**config.mk**
```make
export PLATFORM = sky130hd
export DESIGN_NAME = button_conditioner
export DESIGN_NICKNAME = d
export VERILOG_FILES = /design/src/rtl/button_conditioner.sv
export SDC_FILE = /design/constraint.sdc
export NUM_CORES = 1
export LEC_CHECK = 0
export ABC_AREA = 1
export BUFFER_PORTS_ARGS = -buffer_cell sky130_fd_sc_hd__buf_2
export CAP_MARGIN = 20
export CORE_UTILIZATION = 40
export DETAILED_ROUTE_END_ITERATION = 16
export PLACE_DENSITY = 0.59
export SLEW_MARGIN = 10
export SYNTH_ARGS = -nofsm -noshare
export SYNTH_HDL_FRONTEND = slang
export SYNTH_SLANG_ARGS = --single-unit
```
**constraint.sdc**
```tcl
create_clock -name Clk -period 2.36 [get_ports Clk]
set_clock_uncertainty 0.2 [all_clocks]
set_input_delay 0.354 -clock Clk [delete_from_list [all_inputs] [get_ports Clk]]
set_output_delay 0.354 -clock Clk [all_outputs]
set_load 0.01 [all_outputs]
```
**src/rtl/button_conditioner.sv**
```systemverilog
// +----------------------------------------------------------------------------+
// | button_conditioner                                                         |
// | Five-channel sync / debounce / one-shot with auto-repeat on L, U, R, D.    |
// | Revision: 1.0                                                              |
// +----------------------------------------------------------------------------+
`default_nettype none

module button_conditioner #(
  parameter int DEBOUNCE_CYCLES = 500000,
  parameter int REPEAT_DELAY    = 25000000,
  parameter int REPEAT_PERIOD   = 7500000,
  parameter int CNT_W           = 25
) (
  input  logic       Clk,
  input  logic       Reset_n,
  input  logic       BtnL_raw,
  input  logic       BtnU_raw,
  input  logic       BtnR_raw,
  input  logic       BtnD_raw,
  input  logic       BtnC_raw,
  output logic       BtnL,
  output logic       BtnU,
  output logic       BtnR,
  output logic       BtnD,
  output logic       BtnC,
  output logic [4:0] Btn_held
);

  localparam logic [2:0] c_IDLE        = 3'd0;
  localparam logic [2:0] c_DEB_PRESS   = 3'd1;
  localparam logic [2:0] c_HELD        = 3'd2;
  localparam logic [2:0] c_REPEAT      = 3'd3;
  localparam logic [2:0] c_DEB_RELEASE = 3'd4;

  localparam logic [CNT_W-1:0] c_DEB_LAST = CNT_W'(DEBOUNCE_CYCLES - 1);
  localparam logic [CNT_W-1:0] c_DLY_LAST = CNT_W'(REPEAT_DELAY - 1);
  localparam logic [CNT_W-1:0] c_PER_LAST = CNT_W'(REPEAT_PERIOD - 1);

  logic [4:0] w_raw;
  logic [4:0] w_pulse;
  logic [4:0] w_held;

  assign w_raw = {BtnC_raw, BtnD_raw, BtnR_raw, BtnU_raw, BtnL_raw};

  genvar gi;
  generate
    for (gi = 0; gi < 5; gi++) begin : g_chan
      // Index 4 is the centre/select button, which must never auto-repeat.
      localparam bit c_REPEAT_EN = (gi != 4);

      logic             r_s1;
      logic             r_s2;
      logic [2:0]       r_state;
      logic [2:0]       w_state_nxt;
      logic [CNT_W-1:0] r_cnt;
      logic [CNT_W-1:0] w_cnt_nxt;
      logic             r_pulse;
      logic             w_pulse_nxt;
      logic             w_held_ch;

      always_ff @(posedge Clk or negedge Reset_n) begin
        if (!Reset_n) begin
          r_s1 <= 1'b0;
          r_s2 <= 1'b0;
        end else begin
          r_s1 <= w_raw[gi];
          r_s2 <= r_s1;
        end
      end

      always_ff @(posedge Clk or negedge Reset_n) begin
        if (!Reset_n) begin
          r_state <= c_IDLE;
          r_cnt   <= '0;
          r_pulse <= 1'b0;
        end else begin
          r_state <= w_state_nxt;
          r_cnt   <= w_cnt_nxt;
          r_pulse <= w_pulse_nxt;
        end
      end

      always_comb begin
        w_state_nxt = r_state;
        w_cnt_nxt   = r_cnt;
        w_pulse_nxt = 1'b0;
        case (r_state)
          c_IDLE: begin
            if (r_s2) begin
              w_state_nxt = c_DEB_PRESS;
              w_cnt_nxt   = '0;
            end
          end
          c_DEB_PRESS: begin
            if (!r_s2) begin
              w_state_nxt = c_IDLE;
              w_cnt_nxt   = '0;
            end else if (r_cnt == c_DEB_LAST) begin
              w_state_nxt = c_HELD;
              w_cnt_nxt   = '0;
              w_pulse_nxt = 1'b1;
            end else begin
              w_cnt_nxt = r_cnt + CNT_W'(1);
            end
          end
          c_HELD: begin
            if (!r_s2) begin
              w_state_nxt = c_DEB_RELEASE;
              w_cnt_nxt   = '0;
            end else if (r_cnt == c_DLY_LAST) begin
              // Without repeat the counter parks at its limit for the rest of the hold.
              if (c_REPEAT_EN) begin
                w_state_nxt = c_REPEAT;
                w_cnt_nxt   = '0;
                w_pulse_nxt = 1'b1;
              end
            end else begin
              w_cnt_nxt = r_cnt + CNT_W'(1);
            end
          end
          c_REPEAT: begin
            if (!r_s2) begin
              w_state_nxt = c_DEB_RELEASE;
              w_cnt_nxt   = '0;
            end else if (r_cnt == c_PER_LAST) begin
              w_cnt_nxt   = '0;
              w_pulse_nxt = 1'b1;
            end else begin
              w_cnt_nxt = r_cnt + CNT_W'(1);
            end
          end
          c_DEB_RELEASE: begin
            if (r_s2) begin
              w_state_nxt = c_HELD;
              w_cnt_nxt   = '0;
            end else if (r_cnt == c_DEB_LAST) begin
              w_state_nxt = c_IDLE;
              w_cnt_nxt   = '0;
            end else begin
              w_cnt_nxt = r_cnt + CNT_W'(1);
            end
          end
          default: begin
            w_state_nxt = c_IDLE;
            w_cnt_nxt   = '0;
          end
        endcase
      end

      always_comb begin
        w_held_ch = (r_state == c_HELD) || (r_state == c_REPEAT) ||
                    (r_state == c_DEB_RELEASE);
      end

      assign w_pulse[gi] = r_pulse;
      assign w_held[gi]  = w_held_ch;
    end
  endgenerate

  assign BtnL     = w_pulse[0];
  assign BtnU     = w_pulse[1];
  assign BtnR     = w_pulse[2];
  assign BtnD     = w_pulse[3];
  assign BtnC     = w_pulse[4];
  assign Btn_held = w_held;

endmodule

`default_nettype wire

```
==> results of run 1 <==
==> state kept, by name (all words and copies together), names as in the netlist <==
register        cells
BtnC                1
BtnR                1
g_chan.r_cnt      125
BtnU                1
BtnD                1
BtnL                1
g_chan.r_s2         5
g_chan.r_state     15
g_chan.r_s1         5
==> per-stage QoR <==
stage          cell area [um2]  worst slack [ns]   util  hold WS, ns
4_1_cts                  11300            0.0306  0.459        0.153
2_1_floorplan            10100             0.463      -       -0.142
5_1_grt                  11300           0.00682  0.460        0.165
3_3_place_gp             10600             0.116  0.432       0.0790
6_report                 11300             0.187  0.460        0.150
3_5_place_dp             10600            0.0485  0.432       0.0823
==> layout make-up <==
| cell class | instances | area share |
|---|---|---|
| timing repair buffer | 44 | 0.0342 |
| multi-input combinational | 1088 | 0.466 |
| inverter | 197 | 0.0660 |
| clock buffer | 17 | 0.0377 |
| clock inverter | 15 | 0.0164 |
| sequential | 155 | 0.343 |
| tap | 324 | 0.0359 |
==> per-layer routing <==
| metal | up-vias | routed length [um] | share of wire |
|---|---|---|---|
| met2 | 203 | 11600 | 0.47 |
| met1 | 4453 | 11700 | 0.48 |
| li1 | 4798 | - | - |
| met4 | 0 | 496 | 0.020 |
| met5 | - | 0 | 0 |
| met3 | 43 | 833 | 0.034 |
==> how the worst max path moves through the flow <==
stage | startpoint | endpoint | slack, ns | cells after the start
2_1_floorplan | g_chan[3].r_cnt[0] | g_chan[3].r_cnt[9] | 0.46 | 11
3_3_place_gp | g_chan[4].r_cnt[0] | g_chan[4].r_cnt[13] | 0.12 | 10
3_5_place_dp | g_chan[4].r_cnt[0] | g_chan[4].r_cnt[13] | 0.05 | 10
4_1_cts | g_chan[4].r_cnt[0] | g_chan[4].r_cnt[13] | 0.03 | 10
5_1_grt | g_chan[2].r_cnt[0] | g_chan[2].r_state[0] | 0.007 | 11
6_report | g_chan[4].r_cnt[0] | g_chan[4].r_cnt[13] | 0.19 | 11
==> cell usage after synthesis, types with 7 or more instances <==
cell / instances
inv_1: 188
nor3_1: 63
nand3b_1: 7
a21oi_1: 29
nand2_1: 344
nor2_1: 270
nand4_1: 69
buf_6: 9
o21ai_0: 53
xor2_1: 50
nand3_1: 105
nor4_1: 7
dfrtp_1: 155
nor2_2: 21
inv_2: 7
nand2_2: 11
buf_4: 9
==> kinds of logic (layout without fill, tap and decap cells) <==
kind of cell / after synthesis / count (layout) / share of synthesized area
and+or+nand+nor: 915 / 915 / 0.405
adders and majority gates: 5 / 5 / 0.00619
buffers and inverters: 226 / 273 / 0.0950
muxes: 1 / 1 / 0.000991
AOI/OAI and AO/OA: 111 / 111 / 0.0606
DFF: 155 / 155 / 0.384
xor gates and xnor gates: 56 / 56 / 0.0486
==> power by group <==
group / switching, mW / leakage (nW) / internal [mW] / total (mW)
clock: 1.21 / 0.301 / 1.69 / 2.89
combinational: 1.70 / 2.48 / 0.810 / 2.51
sequential: 0.212 / 2.12 / 2.86 / 3.07
total: 3.12 / 4.90 / 5.36 / 8.47
==> worst reg2reg max path: stages, from the launching register on <==
cell and delay [ns]:
dfrtp_1 0.40, ha_2 0.25, nand3_2 0.12, nor2_1 0.18, nand3_1 0.09, nor2_1 0.19
nor2_4 0.08, buf_4 0.16, clkinv_2 0.12, nor2_4 0.06, buf_12 0.15, nor2_1 0.11
==> what timing repair did <==
action | 4_1_cts | 5_1_grt
buffers inserted | 0 | 1
endpoints found under the hold margin | 47 | 0
hold buffers | 6 | 0
resized for setup | 0 | 4
setup endpoints to repair | 0 | 32
==> metrics, run 1 <==
Seq/Total Area, Yosys=0.384; Post-Layout Cell Count=between 1500 and 2000; area leader, netlist=dfrtp_1; Yosys reg bits=155; hold path depth=0; Core Box Area=approximately 25000 um2; HP Start=g_chan[4].r_s1; die height=around 160 um; initial core utilization=0.412; diode count=0; Min Clock Period, post-route=2.17 ns; Clock transition at path regs=~0.070 ns; top-area cell type share of the netlist area=0.384; DR DRC count=0; MaxCap Viol Count=0; type of the worst setup path=reg -> reg; fmax=around 0.46 GHz; Slowest-stage cell, CP=dfrtp_1; Area growth syn-to-layout=11.8%; setup slack, reg-to-reg=~0.19 ns; syn_area_per_cell=just under 7 um2; die area=approximately 26000 um2; P per Cell Area=750 nW/um2; Fin Setup TNS=0 ns; Leak Pwr=~4.9 nW; GR Layer Usage met3=0.0346; antenna viol nets, final=0; DR iter-0 viols=690; peak supply drop=a little over 0.0004 V; Mapped Area=roughly 10000 um2; terminus of the critical flop-to-flop path=g_chan[4].r_cnt[13]; Detailed Route WL=24600 um; CP Data Required Time=~2.5 ns; crit share post-route=0.921; final setup fails=0; first-pass GRT wire length=43100 um; most frequent cells in the layout=344 x nand2_1, 269 x nor2_1, 188 x inv_1, 155 x dfrtp_1, 105 x nand3_1; Core Rows=57; CTS HTree Levels=4; drt wl/cell=between 10 and 15 um; Hold/Removal Path Class=reg -> reg; Gate Count Post-Synth=1469; Inst Count DP=~1800; WHS Endpoint=g_chan[4].r_s2; grt met1 use=0.262; arrival time worst endpoint=about 2.3 ns; Clock Path Buffers=2; most common cell after layout, fill and taps aside=nand2_1; max_slew headroom=0.675; status=finished, final reports clean; Synthesized Nets=~1500; TritonCTS Buffers=17; final-stage net count=around 1500; critical path cell sequence=ha_2 -> nand3_2 -> nor2_1 -> nand3_1 -> nor2_1 -> nor2_4 -> buf_4 -> clkinv_2 -> nor2_4 -> buf_12 -> nor2_1; worst r2r src=g_chan[4].r_cnt[0]; drt via density=5.16; DP HPWL=roughly 18000 um; startpoint class of the critical path=flip-flop; pin count of the biggest net entering global routing=54; crit path buf inv count=3; Netlist cell types=between 40 and 50; Max Slew Vio Count=0; top area cells in the synthesized netlist=dfrtp_1 38%, nand2_1 13%, nor2_1 10%; Worst-Margin Slew=between 0.4 and 0.5 ns; worst skew pair latency=between 0.4 and 0.5 ns; Seq. cell area=around 3900 um2; IO Port Bufs=16; R2R cell count=11; area of the multi-input gates=between 5000 and 6000 um2; Filler Cells Inserted=roughly 2600; Crit. End Element=flip-flop; Final Hold Viols=0; TritonCTS clock tree=yes; Post-synth EDFFs=0; Total Routing Usage GR=0.201; Synth Warn #=0; delay-heaviest family, CP=simple AND/OR/NAND/NOR gates; initial antenna violation count=0; FFs w/ async S/R, synth=1.00; DRT Pass-1 Iters=6; most used cell, CP=nor2_1; RSZ-0062 raised after global routing=false; Top FF cell, synth=dfrtp_1; slowest cell delay on critical path=around 0.40 ns; gr busiest metal=met2; # IOs=17; total chip power=8.47 mW; vias in the first global route=between 9000 and 10000; GRT overflow=0; met2 Track Usage GR=0.335; die extent in x=161 um; CTS Sinks=155; gpl congestion=just over 0.9; worst-path fanout max=13; CTS root buffer=clkbuf_16; via count=9497; share of post-route cells with drive strength above 1=0.0858
No activity file was read; power rests on OpenSTA's default activity.
==> inputs of run 2 (changes only) <==
- PLACE_DENSITY: 0.59 -> 0.58
==> run 2 against run 1 <==
  * Flip-flop and latch count did not move
  * Via count is 0.27% lower
  * Cell area up 0.20%
  * Register-to-register slack better by 0.03 ns
  * Combinational power is essentially flat
  * Power increased by 0.57%
  * Non-clock buffer count decreased by 1
  * Cell count barely moved
==> metrics, run 2 (synthesis results as in run 1) <==
Leak Pwr=approximately 4.9 nW; die extent in x=161 um; via count=between 9000 and 10000; vias in the first global route=9222; worst-path fanout max=16; Util after Layout=0.461; peak supply drop=about 0.00058 V; initial antenna violation count=0; Largest Register=g_chan.r_cnt; # IOs=17; largest registers=g_chan.r_cnt x125, g_chan.r_state x15; Post-Layout Cell Count=1839; Crit. End Element=flip-flop; number of flip-flops in the largest register=between 100 and 150; GRT overflow=0; status=finished, final reports clean; DRT Pass-1 Iters=7; die height=about 160 um; Clock Path Buffers=2; Hold/Removal Path Class=reg -> reg; Inst Count DP=1800; Core Box Area=roughly 25000 um2; type of the worst setup path=reg -> reg; Total Routing Usage GR=0.202; Fin Setup TNS=0 ns; CP Data Required Time=between 2 and 2.5 ns; Core Rows=57; Worst-Margin Slew=between 0.5 and 0.6 ns; CTS HTree Levels=4; Clock transition at path regs=around 0.070 ns; pin count of the biggest net entering global routing=59; worst skew pair latency=0.43 ns; first-pass GRT wire length=between 40000 and 50000 um; max_slew headroom=0.611; DP HPWL=18300 um; DR DRC count=0; startpoint class of the critical path=flip-flop; drt wl/cell=between 10 and 15 um; most common cell after layout, fill and taps aside=nand2_1; crit share post-route=0.908; most frequent cells in the layout=344 x nand2_1, 269 x nor2_1, 188 x inv_1, 155 x dfrtp_1, 104 x nand3_1; CTS root buffer=clkbuf_16; DR iter-0 viols=626; fmax=between 0.4 and 0.5 GHz; Area growth syn-to-layout=12.0%; diode count=0; Filler Cells Inserted=roughly 2500; gpl congestion=just over 0.9; final-stage net count=~1500; Max Slew Vio Count=0; TritonCTS clock tree=yes; initial core utilization=0.412; share of post-route cells with drive strength above 1=0.0858; arrival time worst endpoint=roughly 2.3 ns; die area=~26000 um2; Min Clock Period, post-route=between 2 and 2.5 ns; IO Port Bufs=16; final setup fails=0; Detailed Route WL=about 25000 um; drt via density=5.15; P per Cell Area=between 700 and 800 nW/um2; antenna viol nets, final=0; TritonCTS Buffers=17; Final Hold Viols=0; MaxCap Viol Count=0; CTS Sinks=around 160
[run 2: area by class of cell]
cell class / count / area, um2 / area share
inverter: 197 / 746 / 0.0659
clock inverter: 14 / 184 / 0.0163
multi-input combinational: 1088 / 5270 / 0.466
timing repair buffer: 43 / 392 / 0.0346
tap: 324 / 405 / 0.0358
sequential: 155 / 3880 / 0.343
clock buffer: 18 / 439 / 0.0388
[run 2: power by group]
part | leakage (nW) | switching (mW) | internal (mW)
Clock | 0.298 | 1.22 | 1.72
Combinational | 2.48 | 1.69 | 0.823
Sequential | 2.12 | 0.212 | 2.86
[run 2: critical path, stage by stage (launching register included)]
cell and delay, ns:
dfrtp_1 0.41, ha_1 0.21, nand2_1 0.08, nor2_2 0.18
nand2_1 0.15, nor2_1 0.12, nand2_1 0.08, nand2_1 0.15
nand4_4 0.19, inv_6 0.18, nor2_1 0.06
[run 2: through the flow]
stage | hold WS (ns) | area [um2] | setup slack [ns] | power [mW]
after global routing | 0.166 | 11300 | -0.00252 | 9.05
after floorplan | -0.142 | 10100 | 0.463 | 4.97
final | 0.152 | 11300 | 0.218 | 8.52
after global placement | 0.0778 | 10600 | 0.160 | 5.56
after CTS | 0.155 | 11300 | 0.0641 | 8.57
after detailed placement | 0.0830 | 10600 | 0.0915 | 5.58
[run 2: final timing paths]
| kind | startpoint | end | slack (ns) | depth (start not counted) |
|---|---|---|---|---|
| worst max-delay path | g_chan[2].r_cnt[1] | g_chan[2].r_cnt[8] | 0.22 | 10 |
| worst min-delay path | g_chan[2].r_s1 | g_chan[2].r_s2 | 0.15 | 0 |
| worst max register to register | g_chan[2].r_cnt[1] | g_chan[2].r_cnt[8] | 0.22 | 10 |
| worst min register to register | g_chan[2].r_s1 | g_chan[2].r_s2 | 0.15 | 0 |
| max in group asynchronous | Reset_n | g_chan[4].r_cnt[24] | 1.13 | 3 |
| min in group asynchronous | Reset_n | g_chan[0].r_cnt[21] | 0.19 | 2 |
[run 2: per-layer routing]
| metal | vias to the layer above | wire (um) | global-route usage |
|---|---|---|---|
| met2 | 179 | 11800 | 0.338 |
| met5 | - | 0 | 0 |
| met4 | 0 | 426 | 0.0596 |
| li1 | 4803 | - | - |
| met1 | 4450 | 11700 | 0.267 |
| met3 | 39 | 870 | 0.0341 |
[run 2: timing repair]
item                                    in CTS  in global routing
gates resized for setup                      0                  5
endpoints found under the setup margin       0                 29
setup buffers                                0                  1
hold endpoints to repair                    80                  0
hold buffers                                 6                  0
==> inputs of run 3 (changes only) <==
- CORE_MARGIN: unset -> 2
- TNS_END_PERCENT: unset -> 30
==> run 3 against run 2 <==
  * Via count shrank 1.5%
  * Setup slack gained 0.0031 ns
  * Worst hold slack lost 0.0026 ns
  * Sequential power is essentially flat
  * Critical path depth grew 1
  * Largest power group unchanged
  * Sequential share of layout area is essentially flat
  * Flip-flop and latch count is the same
  * Power grew 0.27%
  * Global-route usage shrank 0.59 points
  * Count of clock-buffer cells in the layout is the same
  * First-iteration DRC count grew 18%
==> metrics, run 3 (synthesis results as in run 1) <==
status=finished, final reports clean; startpoint class of the critical path=flip-flop; final setup fails=0; Core Box Area=roughly 25000 um2; gpl congestion=around 0.94; Final Hold Viols=0; total chip power=8.54 mW; die extent in x=163 um; Area growth syn-to-layout=11.9%; DR iter-0 viols=about 740; Total Routing Usage GR=0.196; # IOs=17; initial core utilization=0.405; number of flip-flops in the largest register=around 130; via count=9333; CTS root buffer=clkbuf_16; worst skew pair latency=0.43 ns; Clock Path Buffers=2; peak supply drop=0.000591 V; diode count=0; area of the multi-input gates=roughly 5300 um2; Max Slew Vio Count=0; worst-path fanout max=14; slowest cell delay on critical path=about 0.40 ns; drt via density=5.07; most common cell after layout, fill and taps aside=nand2_1; Fin Setup TNS=0 ns; largest registers=g_chan.r_cnt x125, g_chan.r_state x15; RSZ-0062 raised after global routing=false; CTS Sinks=155; Min Clock Period, post-route=roughly 2.1 ns; most frequent cells in the layout=344 x nand2_1, 269 x nor2_1, 188 x inv_1, 155 x dfrtp_1, 105 x nand3_1; crit path buf inv count=2; antenna viol nets, final=0; type of the worst setup path=reg -> reg; vias in the first global route=~9000; IO Port Bufs=16; arrival time worst endpoint=2.24 ns; TritonCTS Buffers=17; Inst Count DP=between 1500 and 2000; critical path cell sequence=ha_2 -> nand3_2 -> inv_1 -> nand2_1 -> nor2_1 -> nand3_1 -> nand2_1 -> nand3_4 -> nor2_4 -> buf_12 -> nor2_1; delay-heaviest family, CP=simple AND/OR/NAND/NOR gates; DRT Pass-1 Iters=6; DP HPWL=18100 um; Clock transition at path regs=0.07 ns; fmax=roughly 0.47 GHz; first-pass GRT wire length=about 43000 um; Crit. End Element=flip-flop; initial antenna violation count=0; DR DRC count=0; GRT overflow=0; TritonCTS clock tree=yes; final-stage net count=1510; Worst-Margin Slew=just under 0.6 ns; die area=between 20000 and 30000 um2; MaxCap Viol Count=0; Hold/Removal Path Class=reg -> reg; Core Rows=58; CTS HTree Levels=4; Detailed Route WL=roughly 25000 um; crit share post-route=0.906; CP Data Required Time=around 2.5 ns; max_slew headroom=0.611; drt wl/cell=between 10 and 15 um; die height=between 150 and 200 um; Leak Pwr=roughly 4.9 nW; Largest Register=g_chan.r_cnt; Slowest-stage cell, CP=dfrtp_1; P per Cell Area=756 nW/um2; Post-Layout Cell Count=between 1500 and 2000; Filler Cells Inserted=roughly 2600; share of post-route cells with drive strength above 1=0.0827; pin count of the biggest net entering global routing=65; setup slack, reg-to-reg=0.22 ns; Seq. cell area=approximately 3900 um2
## run 3: worst paths after layout
path,from,end,depth (start not counted)
setup reg to reg,g_chan[4].r_cnt[0],g_chan[4].r_cnt[15],11
hold reg to reg,g_chan[1].r_s1,g_chan[1].r_s2,0
setup / recovery,g_chan[4].r_cnt[0],g_chan[4].r_cnt[15],11
min in group asynchronous,Reset_n,g_chan[0].r_cnt[21],2
hold / removal,g_chan[1].r_s1,g_chan[1].r_s2,0
max in group asynchronous,Reset_n,g_chan[3].r_cnt[18],3
## run 3: final cells by class
cell class              instances  area share
clock buffers                  18      0.0389
clock inverters                14      0.0172
inverters                     197      0.0657
multi-input cells            1088       0.467
flip-flops and latches        155       0.343
well taps                     330      0.0365
repair buffers                 39      0.0320
## run 3: report_power, final
| part | switching (mW) | internal [mW] |
|---|---|---|
| logic | 1.68 | 0.811 |
| registers | 0.209 | 2.86 |
| clock network | 1.18 | 1.81 |
## run 3: layer usage
metal / wire (um) / global-route usage
met3: 818 / 0.0272
met4: 382 / 0.0555
met1: 11800 / 0.263
met5: 0 / 0
met2: 11800 / 0.331
## run 3: metrics by stage
stage | cell area (um2) | worst slack, ns | utilization | hold WS (ns)
2_1_floorplan | 10100 | 0.463 | - | -0.142
3_3_place_gp | 10600 | 0.157 | 0.424 | 0.119
3_5_place_dp | 10600 | 0.0909 | 0.424 | 0.122
4_1_cts | 11300 | 0.0654 | 0.451 | 0.152
5_1_grt | 11300 | 0.0178 | 0.453 | 0.152
6_report | 11300 | 0.221 | 0.453 | 0.149
## run 3: timing repair
item | CTS | global route
setup endpoints to repair | 0 | 26
gates resized for setup | 0 | 3
hold buffers | 6 | 0
setup buffers | 0 | 1
hold endpoints to repair | 45 | 0
